$ cat src/rtl/beep_sequencer.sv
// Programmable tone sequencer: CPU programs period/duration/repeat, then TONE/GAP phases run on their own.
// Optional completion interrupt is compiled in with the BEEP_IRQ_EN macro.
module beep_sequencer #(
  parameter int PRESCALE = 16,
  parameter int DUR_DIV  = 1024
) (
  input  logic       clk,
  input  logic       reset,
  input  logic       io_wr,
  input  logic       io_rd,
  input  logic [1:0] io_adr,
  input  logic [7:0] wdata,
  output logic [7:0] rdata,
  output logic       beep,
  output logic       busy
`ifdef BEEP_IRQ_EN
  ,
  output logic       irq
`endif
);

  localparam int PW = (PRESCALE > 1) ? $clog2(PRESCALE) : 1;
  localparam int DW = 8 + $clog2(DUR_DIV);

  typedef enum logic [1:0] {
    S_IDLE = 2'd0,
    S_TONE = 2'd1,
    S_GAP  = 2'd2
  } state_t;

  state_t state_q, state_d;

  logic [7:0]    per_lo_q, per_lo_d;
  logic [3:0]    per_hi_q, per_hi_d;
  logic [7:0]    dur_q, dur_d;
  logic [3:0]    rep_q, rep_d;
  logic          done_q, done_d;
  logic [3:0]    rep_cnt_q, rep_cnt_d;
  logic [7:0]    dur_len_q, dur_len_d;
  logic [11:0]   per_act_q, per_act_d;
  logic [PW-1:0] pre_cnt_q, pre_cnt_d;
  logic [11:0]   half_cnt_q, half_cnt_d;
  logic [DW-1:0] dur_cnt_q, dur_cnt_d;
  logic          beep_q, beep_d;
  logic          ie_rd;

`ifdef BEEP_IRQ_EN
  logic ie_q, ie_d;
  logic unused_wdata;
  assign unused_wdata = wdata[3];
  assign ie_rd = ie_q;
`else
  logic [1:0] unused_wdata;
  assign unused_wdata = wdata[3:2];
  assign ie_rd = 1'b0;
`endif

  logic [11:0]   period;
  logic          wr_ctrl, rd_ctrl, start, stop;
  logic [DW-1:0] dur_limit;
  logic          phase_end, last_tone, tick, seq_done;

  assign period    = {per_hi_q, per_lo_q};
  assign wr_ctrl   = io_wr && (io_adr == 2'd3);
  assign rd_ctrl   = io_rd && (io_adr == 2'd3);
  assign stop      = wr_ctrl && wdata[1];
  assign start     = wr_ctrl && wdata[0] && !wdata[1];
  assign dur_limit = DW'(dur_len_q) * DW'(DUR_DIV);
  // A zero-length phase ends immediately; zero-length tones collapse the whole sequence.
  assign phase_end = (dur_len_q == 8'd0) || (dur_cnt_q == dur_limit - DW'(1));
  assign last_tone = (dur_len_q == 8'd0) || (rep_cnt_q == 4'd0);
  assign tick      = (pre_cnt_q == PW'(PRESCALE - 1));
  assign seq_done  = (state_q == S_TONE) && phase_end && last_tone && !start && !stop;

  // State register and all other flops
  always_ff @(posedge clk or posedge reset) begin
    if (reset) begin
      state_q    <= S_IDLE;
      per_lo_q   <= 8'hFA;
      per_hi_q   <= 4'h0;
      dur_q      <= 8'h00;
      rep_q      <= 4'h0;
      done_q     <= 1'b0;
      rep_cnt_q  <= 4'h0;
      dur_len_q  <= 8'h00;
      per_act_q  <= 12'h000;
      pre_cnt_q  <= '0;
      half_cnt_q <= 12'h000;
      dur_cnt_q  <= '0;
      beep_q     <= 1'b0;
`ifdef BEEP_IRQ_EN
      ie_q       <= 1'b0;
`endif
    end else begin
      state_q    <= state_d;
      per_lo_q   <= per_lo_d;
      per_hi_q   <= per_hi_d;
      dur_q      <= dur_d;
      rep_q      <= rep_d;
      done_q     <= done_d;
      rep_cnt_q  <= rep_cnt_d;
      dur_len_q  <= dur_len_d;
      per_act_q  <= per_act_d;
      pre_cnt_q  <= pre_cnt_d;
      half_cnt_q <= half_cnt_d;
      dur_cnt_q  <= dur_cnt_d;
      beep_q     <= beep_d;
`ifdef BEEP_IRQ_EN
      ie_q       <= ie_d;
`endif
    end
  end

  // Next-state logic
  always_comb begin
    state_d = state_q;
    case (state_q)
      S_IDLE:  state_d = S_IDLE;
      S_TONE:  if (phase_end) state_d = last_tone ? S_IDLE : S_GAP;
      S_GAP:   if (phase_end) state_d = S_TONE;
      default: state_d = S_IDLE;
    endcase
    if (stop) begin
      state_d = S_IDLE;
    end else if (start) begin
      state_d = S_TONE;
    end
  end

  // CPU-visible register file
  always_comb begin
    per_lo_d = per_lo_q;
    per_hi_d = per_hi_q;
    dur_d    = dur_q;
    rep_d    = rep_q;
    done_d   = done_q;
`ifdef BEEP_IRQ_EN
    ie_d     = ie_q;
`endif
    if (io_wr) begin
      case (io_adr)
        2'd0: per_lo_d = wdata;
        2'd1: per_hi_d = wdata[3:0];
        2'd2: dur_d    = wdata;
        default: begin
          rep_d = wdata[7:4];
`ifdef BEEP_IRQ_EN
          ie_d  = wdata[2];
`endif
        end
      endcase
    end
    // Completion beats a same-edge clearing read.
    if (seq_done) begin
      done_d = 1'b1;
    end else if (rd_ctrl) begin
      done_d = 1'b0;
    end
  end

  // Phase, prescaler and half-period counters
  always_comb begin
    rep_cnt_d  = rep_cnt_q;
    dur_len_d  = dur_len_q;
    per_act_d  = per_act_q;
    pre_cnt_d  = pre_cnt_q;
    half_cnt_d = half_cnt_q;
    dur_cnt_d  = dur_cnt_q;
    beep_d     = beep_q;
    if (stop) begin
      pre_cnt_d  = '0;
      half_cnt_d = 12'h000;
      dur_cnt_d  = '0;
      beep_d     = 1'b0;
    end else if (start) begin
      rep_cnt_d  = wdata[7:4];
      dur_len_d  = dur_q;
      per_act_d  = period;
      pre_cnt_d  = '0;
      half_cnt_d = 12'h000;
      dur_cnt_d  = '0;
      beep_d     = 1'b0;
    end else begin
      case (state_q)
        S_TONE: begin
          if (phase_end) begin
            dur_len_d  = dur_q;
            pre_cnt_d  = '0;
            half_cnt_d = 12'h000;
            dur_cnt_d  = '0;
            beep_d     = 1'b0;
          end else begin
            dur_cnt_d = dur_cnt_q + DW'(1);
            if (tick) begin
              pre_cnt_d = '0;
              // Period changes are only picked up at a half-period reload.
              if (per_act_q == 12'h000) begin
                half_cnt_d = 12'h000;
                per_act_d  = period;
              end else if (half_cnt_q == per_act_q - 12'd1) begin
                half_cnt_d = 12'h000;
                per_act_d  = period;
                beep_d     = !beep_q;
              end else begin
                half_cnt_d = half_cnt_q + 12'd1;
              end
            end else begin
              pre_cnt_d = pre_cnt_q + PW'(1);
            end
          end
        end
        S_GAP: begin
          if (phase_end) begin
            rep_cnt_d  = rep_cnt_q - 4'd1;
            dur_len_d  = dur_q;
            per_act_d  = period;
            pre_cnt_d  = '0;
            half_cnt_d = 12'h000;
            dur_cnt_d  = '0;
            beep_d     = 1'b0;
          end else begin
            dur_cnt_d = dur_cnt_q + DW'(1);
          end
        end
        default: ;
      endcase
    end
  end

  // Outputs
  always_comb begin
    busy = (state_q != S_IDLE);
    beep = beep_q;
    case (io_adr)
      2'd0:    rdata = per_lo_q;
      2'd1:    rdata = {4'b0000, per_hi_q};
      2'd2:    rdata = dur_q;
      default: rdata = {rep_q, 1'b0, ie_rd, done_q, busy};
    endcase
`ifdef BEEP_IRQ_EN
    irq = done_q && ie_q;
`endif
  end

endmodule

$ cat config.mk
export PLATFORM = sky130hd
export DESIGN_NAME = beep_sequencer
export DESIGN_NICKNAME = d
export VERILOG_FILES = /design/src/rtl/beep_sequencer.sv
export SDC_FILE = /design/constraint.sdc
export NUM_CORES = 1
export LEC_CHECK = 0
export ABC_AREA = 1
export CORE_ASPECT_RATIO = 1.5
export CORE_MARGIN = 3
export CORE_UTILIZATION = 65
export CTS_CLUSTER_DIAMETER = 40
export DETAILED_ROUTE_END_ITERATION = 12
export GPL_TIMING_DRIVEN = 0
export PLACE_DENSITY = 0.85
export SETUP_SLACK_MARGIN = 0.2
export SLEW_MARGIN = 20
export SYNTH_ARGS = -nofsm -noshare
export SYNTH_HDL_FRONTEND = slang
export SYNTH_SLANG_ARGS = --single-unit
export TNS_END_PERCENT = 50
$ cat constraint.sdc
create_clock -name clk -period 7.2 [get_ports clk]
set_input_delay 1.8 -clock clk [delete_from_list [all_inputs] [get_ports clk]]
set_output_delay 1.8 -clock clk [all_outputs]
set_load 0.03 [all_outputs]
Word-level counts from Yosys, hierarchy flattened. Index checks and enable logic that the tools add are counted.

Div/mod/pow operators: 0. Add/sub/neg operators: 6. $mul: 0. Shift operators: 0. Order comparisons: 0. Reductions and logical operators: 40. Multiplexer cells: 48. Bitwise gates (word level): 2. Eq/ne operators: 17.

Operators by type and width (count): 12-bit two-way mux (13); 18-bit two-way mux (4); 12-bit case mux with 2 select lines (2); 4-bit two-way mux (8); 8-bit two-way mux (3); 8-bit case mux with 3 select lines (1); 18-bit by 1-bit adder with 18-bit output (second input constant) (1); 18-bit == test (1); 18-bit by 1-bit subtractor with 18-bit output (second input constant) (1); 12-bit by 1-bit adder with 12-bit output (second input constant) (1); 12-bit == test (1); 12-bit logical NOT (1); 2-bit AND reduction (6); 12-bit by 1-bit subtractor with 12-bit output (second input constant) (1); 2-bit two-way mux (5); 5-bit inequality test (second input constant) (2); 2-bit nonzero test (5); 1-bit logical AND (9); 1-bit two-way mux (9); 3-bit inequality test (second input constant) (3); 3-bit AND reduction (3); 8-bit logical NOT (1); 4-bit inequality test (second input constant) (2); 4-bit case mux with 2 select lines (1); 20 further kinds (29).

Input port bits: 14. Register bits after elaboration: 86. Latch bits: 0. Memory bits (read-only): 0. Memories kept: 0. Memory bits (writable): 0.

Logic depth before layout (Yosys ltp).
Depth after elaboration: 9. Depth in mapped cells: 19. Mapped depth without buffers: 18.

Worst setup path before layout. Ideal clock, no wire load.

Path kind: input -> output. Start point: input io_adr[1]. End point: output rdata[3]. Buffers on the path: 0. Arrival time: 2.717 ns. Required time: 5.400 ns. Setup slack: 2.683 ns. Cell stages on the path: 4. Cells stage by stage: inv_1 > nor2_1 > inv_1 > o211ai_1.

Longest elaborated chain between the ends: 2.

Ends and longest elaborated chain: start, declared (line 11) `input logic [1:0] io_adr,`; 2-bit == test (tied with other cells) (line 234) `case (io_adr)`; 8-bit case mux with 3 select lines (*) (line 234); end, declared (line 13) `output logic [7:0] rdata,`.

Mark *: on every way between the ends. The rest lies on a longest branch, timed or not.

Worst setup path in the final report. Same ends and word-level chain as after synthesis.

==> impl_metrics.env <==
export IMPL_synth_xor_area_share_pct=4.56
export IMPL_dpl_worst_slack_ns=1.68
export IMPL_path_clk_slew_ns=0.06
export IMPL_syn_area_um2=5190
export IMPL_rows=39
export IMPL_syn_to_final_growth_pct=13.1
export IMPL_cp_max_fo=7
export IMPL_io_buffers=23
export IMPL_dieArea_um2=9110
export IMPL_postRouteAntennaNets=0
export IMPL_drt_iter0_drc=378
export IMPL_busiest_layer="met2"
export IMPL_worstPathArrival_ns=3.75
export IMPL_rsz0062_at_grt="false"
export IMPL_drcViolationCount=0
export IMPL_fin_ws_ns=1.65
export IMPL_synth_adder_area_share_pct=2.41
export IMPL_place_congestion=0.908
export IMPL_ir_drop_mv=0.219
export IMPL_routed_wl_mm=12.3
export IMPL_postCtsHoldBufs=0
export IMPL_yosys_warnings=0
export IMPL_tightest_slew_ns=0.526
export IMPL_placed_cells=829
export IMPL_power_density_nw_per_um2=258
export IMPL_synth_async_sr_flop_share_pct=100
export IMPL_synth_area_leader_cell="dfrtp_1"
export IMPL_syn_area_per_cell_um2=7.38
export IMPL_dpl_cell_area_um2=5580
export IMPL_layout_cells_most_common="nand2_1"
export IMPL_clock_latency_ns=0.34
export IMPL_cts_sinks=86
export IMPL_ys_seq_elements=86
export IMPL_total_power_mw=1.52
export IMPL_final_setup_viol_count=0
export IMPL_finalMaxSlewViolations=0
export IMPL_critPathLaunchType="primary input"
export IMPL_via_per_inst=5.64
export IMPL_grt_max_degree=61
export IMPL_ys_types=42
export IMPL_layout_common_cells="nand2_1, dfrtp_1, inv_1, nand3_1, nor2_1"
export IMPL_synth_top_family_by_area="simple AND/OR/NAND/NOR gates"
export IMPL_hold_slack_ns=0.490
export IMPL_htreeDepth=3
export IMPL_synth_simple_gate_area_share_pct=34.2
export IMPL_synth_flop_cell="dfrtp_1"
export IMPL_cts_resized=0
export IMPL_nets=762
export IMPL_crit_path_end_kind="primary output"
export IMPL_finalInstanceArea_um2=5870
export IMPL_drv_cap=0
export IMPL_grt_pass1_wl_mm=20.9
export IMPL_wl_per_cell_um=14.6
export IMPL_synth_edff_count=0
export IMPL_gr_usage_met3_pct=4.43
export IMPL_max_freq_mhz=180
export IMPL_insertedDiodeCount=0
export IMPL_grt_pass1_vias=4608
export IMPL_tns_ns=0
export IMPL_reg2reg_setup_slack_ns=4.82
export IMPL_whs_path_depth=2
export IMPL_layout_cells_non_filler=845
export IMPL_r2r_cells=13
export IMPL_yosysSeqAreaShare_pct=41.6
export IMPL_muxShareOfSynthArea_pct=0
export IMPL_hold_start="rep_q[1]$_DFFE_PP0P_"
export IMPL_antenna_found_initial=0
export IMPL_p_leak_nw=2.87
export IMPL_die_w_um=79.0
export IMPL_synthesis_nets=727
export IMPL_ioPinCount=24
export IMPL_finalHoldViolations=0
export IMPL_min_period_over_period_pct=77.0
export IMPL_fin_skew_ns=0.00990
export IMPL_cts_buffers=9
export IMPL_fin_util_pct=76.1
export IMPL_drive_above_1_share_pct=10.5
export IMPL_dr_pass1_iters=5
export IMPL_layout_min_cycle_time_ns=5.55
export IMPL_dp_hpwl_mm=9.17
export IMPL_vias=4767
export IMPL_critical_path_required_ns=5.40
export IMPL_synth_area_top_cells="dfrtp_1, nand2_1, nand3_1"
export IMPL_grt_overflow=0
export IMPL_grt_usage_pct=29.1
export IMPL_relSlewSlack_pct=64.8
export IMPL_r2r_end="dur_cnt_q[8]$_DFFE_PP0P_"
export IMPL_cts_tree="yes"
export IMPL_cts_setup_buffers=0
export IMPL_start_util_pct=67.3
export IMPL_synth_compound_area_share_pct=9.28
export IMPL_syn_inst=703
export IMPL_critPathKind="primary input to primary output"
export IMPL_min_to="rep_q[1]$_DFFE_PP0P_"
export IMPL_coreArea_um2=7710
export IMPL_cts_root_buf="clkbuf_16"
export IMPL_die_h_um=115
export IMPL_status="finished clean"
export IMPL_cts_buffer_depth=2
export IMPL_hold_class="register to register"
export IMPL_synth_top_area_share_pct=38.6
export IMPL_grt_use_met1_pct=32.6
export IMPL_use_met2_pct=54.2
export IMPL_worstReg2RegStart="dur_len_q[0]$_DFFE_PP0P_"
## power breakdown
part / total (mW) / switching, mW / internal [mW] / leakage (nW)
logic: 0.415 / 0.254 / 0.161 / 1.64
registers: 0.644 / 0.0842 / 0.560 / 1.09
clock network: 0.457 / 0.189 / 0.268 / 0.138
## synthesized netlist by cell type, types with 6 or more instances
master      n
a21oi_1    11
dfrtp_1    80
dfstp_2     6
ha_1       10
inv_1      70
inv_2      16
nand2_1   212
nand2_2    10
nand3_1    60
nand3b_1    9
nand4_1     7
nor2_1     58
nor3_1      9
o21ai_0    49
o21ai_1    12
o22ai_1     6
xnor2_1     8
xor2_1     19
## worst max-delay path, stage by stage
cell	delay (ns)
clkdlybuf4s50_1	0.51
inv_1	0.07
nor2_1	0.32
inv_1	0.15
o211ai_1	0.21
clkdlybuf4s50_1	0.70
## cell type report
class / count / area, um2
multi-input cells: 516 / 2620
flip-flops and latches: 86 / 2160
fillers: 564 / 1840
inverters: 88 / 333
repair buffers: 24 / 258
clock buffers: 10 / 229
well taps: 102 / 128
plain buffers: 13 / 78.8
clock inverters: 6 / 63.8
## routing by layer
metal / part of all wire, % / up-vias
met5: 0 / -
met4: 2.8 / 0
met3: 3.9 / 39
met2: 55 / 154
met1: 38 / 2237
li1: - / 2337
## logic make-up (layout without fill, tap and decap cells)
family,count (synthesis),count (layout)
flops,86,86
buf+inv,101,141
xor+xnor,27,27
fa+ha+maj,10,10
compound gates,89,89
simple gates,390,390
## state kept, by name, indices dropped and copies added, names as in the netlist, 8 cells and up
register and cells:
per_act_q 12, half_cnt_q 12, dur_cnt_q 18, dur_len_q 8
per_lo_q 8, dur_q 8
## how the worst max path moves through the flow
stage	to	from	slack [ns]
after detailed placement	rdata[3]	io_adr[1]	1.68
after global placement	rdata[7]	io_adr[1]	1.67
after global routing	rdata[3]	io_adr[1]	1.54
after floorplan	rdata[3]	io_adr[1]	2.68
final	rdata[3]	io_adr[1]	1.65
after CTS	rdata[3]	io_adr[1]	1.66
No activity file was read; power rests on OpenSTA's default activity.
==> edit 1, RTL diff (config.mk and constraints unchanged) <==
Change the parameter `DUR_DIV` from 1024 to 2048.
--- a/src/rtl/beep_sequencer.sv
+++ b/src/rtl/beep_sequencer.sv
@@ -4,3 +4,3 @@
   parameter int PRESCALE = 16,
-  parameter int DUR_DIV  = 1024
+  parameter int DUR_DIV  = 2048
 ) (
Function: same outputs for any inputs over 4 cycles, from zero or initial values and one cycle with reset high; that may be too few to reach the edited logic, so the function may still have changed.
==> edit 1 against the unedited design <==
Area after synthesis grew 7.1%; total power grew 0.62%; sequential cell count increased by 1; worst setup slack got worse by 150 ps; wire length is 14% higher; utilization up 0.68 points; cell count rose by 8.9%; cell area rose by 6.8%; die area is 6.6% higher; critical endpoint is now rdata[0].
==> edit 1: results (changes against the unedited design) <==
| Metric | Value |
|---|---|
| Ys Warns | 0 (unchanged) |
| First drt pass iteration count | 6 (+1) |
| XOR/XNOR share of the synthesized area | 0.0378 (-0.00775) |
| Multiplexer area fraction after synthesis | 0 (unchanged) |
| Largest registers | dur_cnt_q: 19 flops, half_cnt_q: 12 flops, per_act_q: 12 flops |
| Vias per cell | 5.72 (+1.3%) |
| Hpwl dp | 10.6 mm (+16%) |
| Share of cells above drive strength 1 | 0.103 (-0.00191) |
| Filler cell count | 604 (+7.1%) |
| Sw Share | 0.342 (-0.00532) |
| First DRT Iteration DRCs | 431 (+14%) |
| Worst path slowest cell | clkdlybuf4s50_1 |
| Critical Path AT | 3900 ps (+150 ps) |
| Vias in the first global route | 5215 (+13%) |
| Final wirelength | 14.1 mm (+14%) |
| Clock skew | 7.71 ps (-2.19 ps) |
| Sequential share of the synthesized area | 0.393 (-0.0230) |
| Total CTS buffers | 9 (unchanged) |
| Tightest Hold Check Type | flop to flop |
| Initial antenna violation count | 0 (unchanged) |
| Leakage | 3.02 nW (+5.1%) |
| H-tree Lvls | 3 (unchanged) |
| RePlAce Congestion | 0.950 (+4.6%) |
| Root buf cell | clkbuf_16 |
| Largest cells by area after synthesis | dfrtp_1 (36%), nand2_1 (16%), nand3_1 (6.6%), inv_1 (5.9%), o21ai_0 (4.7%) |
| Clock Latency Late Sink | 350 ps |
| Largest net degree at the start of global routing | 54 (-11%) |
| Placement Cell Area | 5950 um^2 (+6.7%) |
| Fin nets | 834 (+9.4%) |
| Clk buf depth | 2 (unchanged) |
| Post-Place Worst Slack | 1520 ps (-159 ps) |
| Synth Flop Type | dfrtp_1 |
| Family with the most delay on the worst path | buffers and inverters |
| Non-Filler Instances | 920 (+8.9%) |
| Final Hold Fails | 0 (unchanged) |
| Status | complete, no violations |
| Yosys cell types | 43 (+2.4%) |
| Synth async-reset ratio | 1.00 (unchanged) |
| Slew @ Worst Pin | 537 ps (+10.9 ps) |
| Dpl cells | 904 (+9.0%) |
| Synth Area in Compound Gates | 0.102 (+0.00939) |
| Peak VDD IR | 163 uV (-25%) |
| Syn nets | 799 (+9.9%) |
| CP max stage delay | 720 ps (+20 ps) |
| Max Fanout on Critical Path | 9 (+2) |
| Synth Area in Adders | 0.0225 (-0.00160) |
| Antenna diode count | 0 (unchanged) |
| Postcts setup bufs | 0 (unchanged) |
| Cts repair resizes | 0 (unchanged) |
| Post-synth top cells | nand2_1 (237), inv_1 (88), dfrtp_1 (81), nand3_1 (73), nor2_1 (63) |
| First-pass GRT wire length | 23.7 mm (+14%) |
| Syn_area_per_cell | 7.17 um^2 (-2.9%) |
| Clock transition at the registers of the reported paths | 70 ps |
| GRT Total Usage | 0.312 (+0.0216) |
| IO Port Bufs | 23 (unchanged) |
-- edit 1: path summary, 6_finish.rpt --
kind	slack, ps	from	cells after the start	endpoint
max reg2reg	4680	per_act_q[0]	15	per_act_q[2]
max	1500	io_adr[1]	7	rdata[0]
min in group asynchronous	1840	reset	2	beep
min reg2reg	500	done_q	2	done_q
min	500	done_q	2	done_q
max in group asynchronous	4700	reset	3	per_lo_q[4]
-- edit 1: kinds of logic after synthesis --
| kind of cell | after synthesis |
|---|---|
| AOI/OAI and AO/OA | 98 |
| and+or+nand+nor | 442 |
| xor gates and xnor gates | 24 |
| adders and majority gates | 10 |
| DFF | 87 |
| buffers and inverters | 114 |
-- edit 1: cell type report --
cell class,instances,area (um^2),area share
Multi-Input combinational cell,574,2910,0.465
Sequential cell,87,2180,0.349
Inverter,100,378,0.0603
Timing Repair Buffer,24,258,0.0411
Clock buffer,11,253,0.0403
Tap cell,105,131,0.0210
Buffer,14,85.1,0.0136
Clock inverter,5,65.1,0.0104
-- edit 1: metal layers --
| metal | track usage | vias up | routed length [um] |
|---|---|---|---|
| met3 | 0.0575 | 52 | 664 |
| met4 | 0.138 | 0 | 580 |
| li1 | - | 2581 | - |
| met1 | 0.361 | 2439 | 5340 |
| met5 | 0 | - | 0 |
| met2 | 0.545 | 188 | 7470 |
-- edit 1: power by group through the flow --
stage | sequential [W] | combinational [W] | clock, W
2_1_floorplan | 0.000629 | 0.000290 | 0
3_3_place_gp | 0.000650 | 0.000360 | 0
3_5_place_dp | 0.000654 | 0.000380 | 0
4_1_cts | 0.000646 | 0.000385 | 0.000495
5_1_grt | 0.000659 | 0.000439 | 0.000519
6_report | 0.000648 | 0.000386 | 0.000491
==> edit 2, RTL diff (same settings) <==
Without the edit above. Register the output `busy`, cleared by the reset; this adds one clock of latency there. The other outputs are not delayed to match.
--- a/src/rtl/beep_sequencer.sv
+++ b/src/rtl/beep_sequencer.sv
@@ -29,2 +29,4 @@
   } state_t;
+
+  logic busy_d;
 
@@ -231,3 +233,3 @@
   always_comb begin
-    busy = (state_q != S_IDLE);
+    busy_d = (state_q != S_IDLE);
     beep = beep_q;
@@ -237,3 +239,3 @@
       2'd2:    rdata = dur_q;
-      default: rdata = {rep_q, 1'b0, ie_rd, done_q, busy};
+      default: rdata = {rep_q, 1'b0, ie_rd, done_q, busy_d};
     endcase
@@ -244,2 +246,10 @@
 
+  always_ff @(posedge clk or posedge reset) begin
+    if (reset) begin
+      busy <= '0;
+    end else begin
+      busy <= busy_d;
+    end
+  end
+
 endmodule
Formal check against the unedited RTL: not equivalent (a bounded check fails within 4 cycles, from zero or initial values and one cycle with reset high).
==> edit 2 against the unedited design <==
Clock power is 12% higher; critical path depth is the same; count of clock-buffer cells in the layout did not move; largest power group unchanged; wire length up 1.5%; total power is 3.2% higher; non-clock buffer count decreased by 1; cell area increased by 2.2%; fmax down 0.73%; global-route usage shrank 0.71 points; first-iteration DRC count rose by 3.4%; sequential cell count rose by 1; critical path type unchanged; worst setup slack worse by 41 ps; area after synthesis up 1.9%; cell count unchanged.
==> edit 2: results (changes against the unedited design) <==
| Metric | Value |
|---|---|
| GRT Total Usage | 0.284 (-0.00707) |
| Peak VDD IR | 229 uV (+4.4%) |
| Final wirelength | 12.5 mm (+1.5%) |
| Filler cell count | 540 (-4.3%) |
| Largest net degree at the start of global routing | 45 (-26%) |
| Yosys cell types | 40 (-4.8%) |
| Reg-to-Reg Start | per_act_q[0] |
| First drt pass iteration count | 6 (+1) |
| Mapped Cells | 703 (unchanged) |
| Leakage | 2.93 nW (+2.2%) |
| Hpwl dp | 9.41 mm (+2.6%) |
| Critical Path AT | 3790 ps (+40 ps) |
| Largest cells by area after synthesis | dfrtp_1 (38%), nand2_1 (14%), nand3_1 (6.3%), inv_1 (5.8%), o21ai_0 (4.4%) |
| Max Fanout on Critical Path | 9 (+2) |
| Vias in the first global route | 4644 (+0.78%) |
| R2R Setup Slk | 4650 ps (-170 ps) |
| Post-synth top cells | nand2_1 (199), inv_1 (82), dfrtp_1 (81), nand3_1 (67), nor2_1 (54) |
| Share of cells above drive strength 1 | 0.110 (+0.00538) |
| Sequential share of the synthesized area | 0.413 (-0.00315) |
| Clock skew | 6.19 ps (-3.71 ps) |
| Vias | 4829 (+1.3%) |
| First-pass GRT wire length | 20.5 mm (-1.6%) |
| Worst Hold Launch | rep_q[2] |
| Slew @ Worst Pin | 711 ps (+185 ps) |
| Status | complete, no violations |
## edit 2: changes by cell type after synthesis, sizes merged, moves of 4 or more
cell | before | now
nand4 | 8 | 15
a21oi | 11 | 16
nand2 | 226 | 209
inv | 86 | 91
o21ai | 61 | 50
nand3 | 63 | 72
nand3b | 9 | 3
or2 | 1 | 5
## edit 2: final cells by class
cell class	instances	share of cell area
multi-input cells	513	0.445
flip-flops and latches	87	0.364
inverters	91	0.0573
repair buffers	24	0.0417
clock buffers	10	0.0398
well taps	102	0.0213
clock inverters	6	0.0154
plain buffers	12	0.0150
## edit 2: worst paths after layout
| kind | endpoint | depth (start not counted) |
|---|---|---|
| setup / recovery | rdata[7] | 6 |
| hold / removal | rep_q[2] | 1 |
| setup reg to reg | per_act_q[8] | 16 |
| hold reg to reg | rep_q[2] | 1 |
| max in group asynchronous | per_lo_q[7] | 3 |
| min in group asynchronous | dur_cnt_q[13] | 2 |
## edit 2: routing by layer
metal / track usage / share of wire / routed length (um) / vias up
met5: 0 / 0 / 0 / -
met4: 0.136 / 0.032 / 402 / 0
met3: 0.0432 / 0.041 / 510 / 35
met2: 0.522 / 0.54 / 6820 / 150
met1: 0.316 / 0.38 / 4790 / 2299
li1: - / - / - / 2345
## edit 2: worst register-to-register path: stages, from the launching register on
cell	delay, ps
dfrtp_1	430
inv_1	180
ha_1	280
nand2_1	90
nor2_2	220
nand3_2	170
inv_1	110
nand4_1	100
a21oi_1	140
nand3_1	110
nand2_1	80
nand2_1	60
nand2_2	110
nand2_2	90
buf_6	150
nand2_1	60
nand2_1	60
## edit 2: logic make-up (layout without fill, tap and decap cells)
logic type | after synthesis | count (layout) | share of synthesized area
and+or+nand+nor | 385 | 385 | 0.336
AOI/OAI and AO/OA | 86 | 86 | 0.0925
xor gates and xnor gates | 32 | 32 | 0.0530
adders and majority gates | 10 | 10 | 0.0237
buffers and inverters | 103 | 143 | 0.0816
DFF | 87 | 87 | 0.413
## edit 2: report_power, final
| part | internal, W | switching [W] |
|---|---|---|
| registers | 0.000562 | 0.0000761 |
| clock network | 0.000315 | 0.000198 |
| logic | 0.000158 | 0.000256 |
## edit 2: through the flow
step                setup slack [ps]  cell area [um^2]  power (W)  utilization
floorplan                       2870              5290   0.000931            -
global placement                1690              5650    0.00102        0.728
detailed placement              1680              5670    0.00105        0.731
CTS                             1630              6000    0.00156        0.773
global route                    1490              6000    0.00164        0.773
finish                          1610              6000    0.00156        0.773
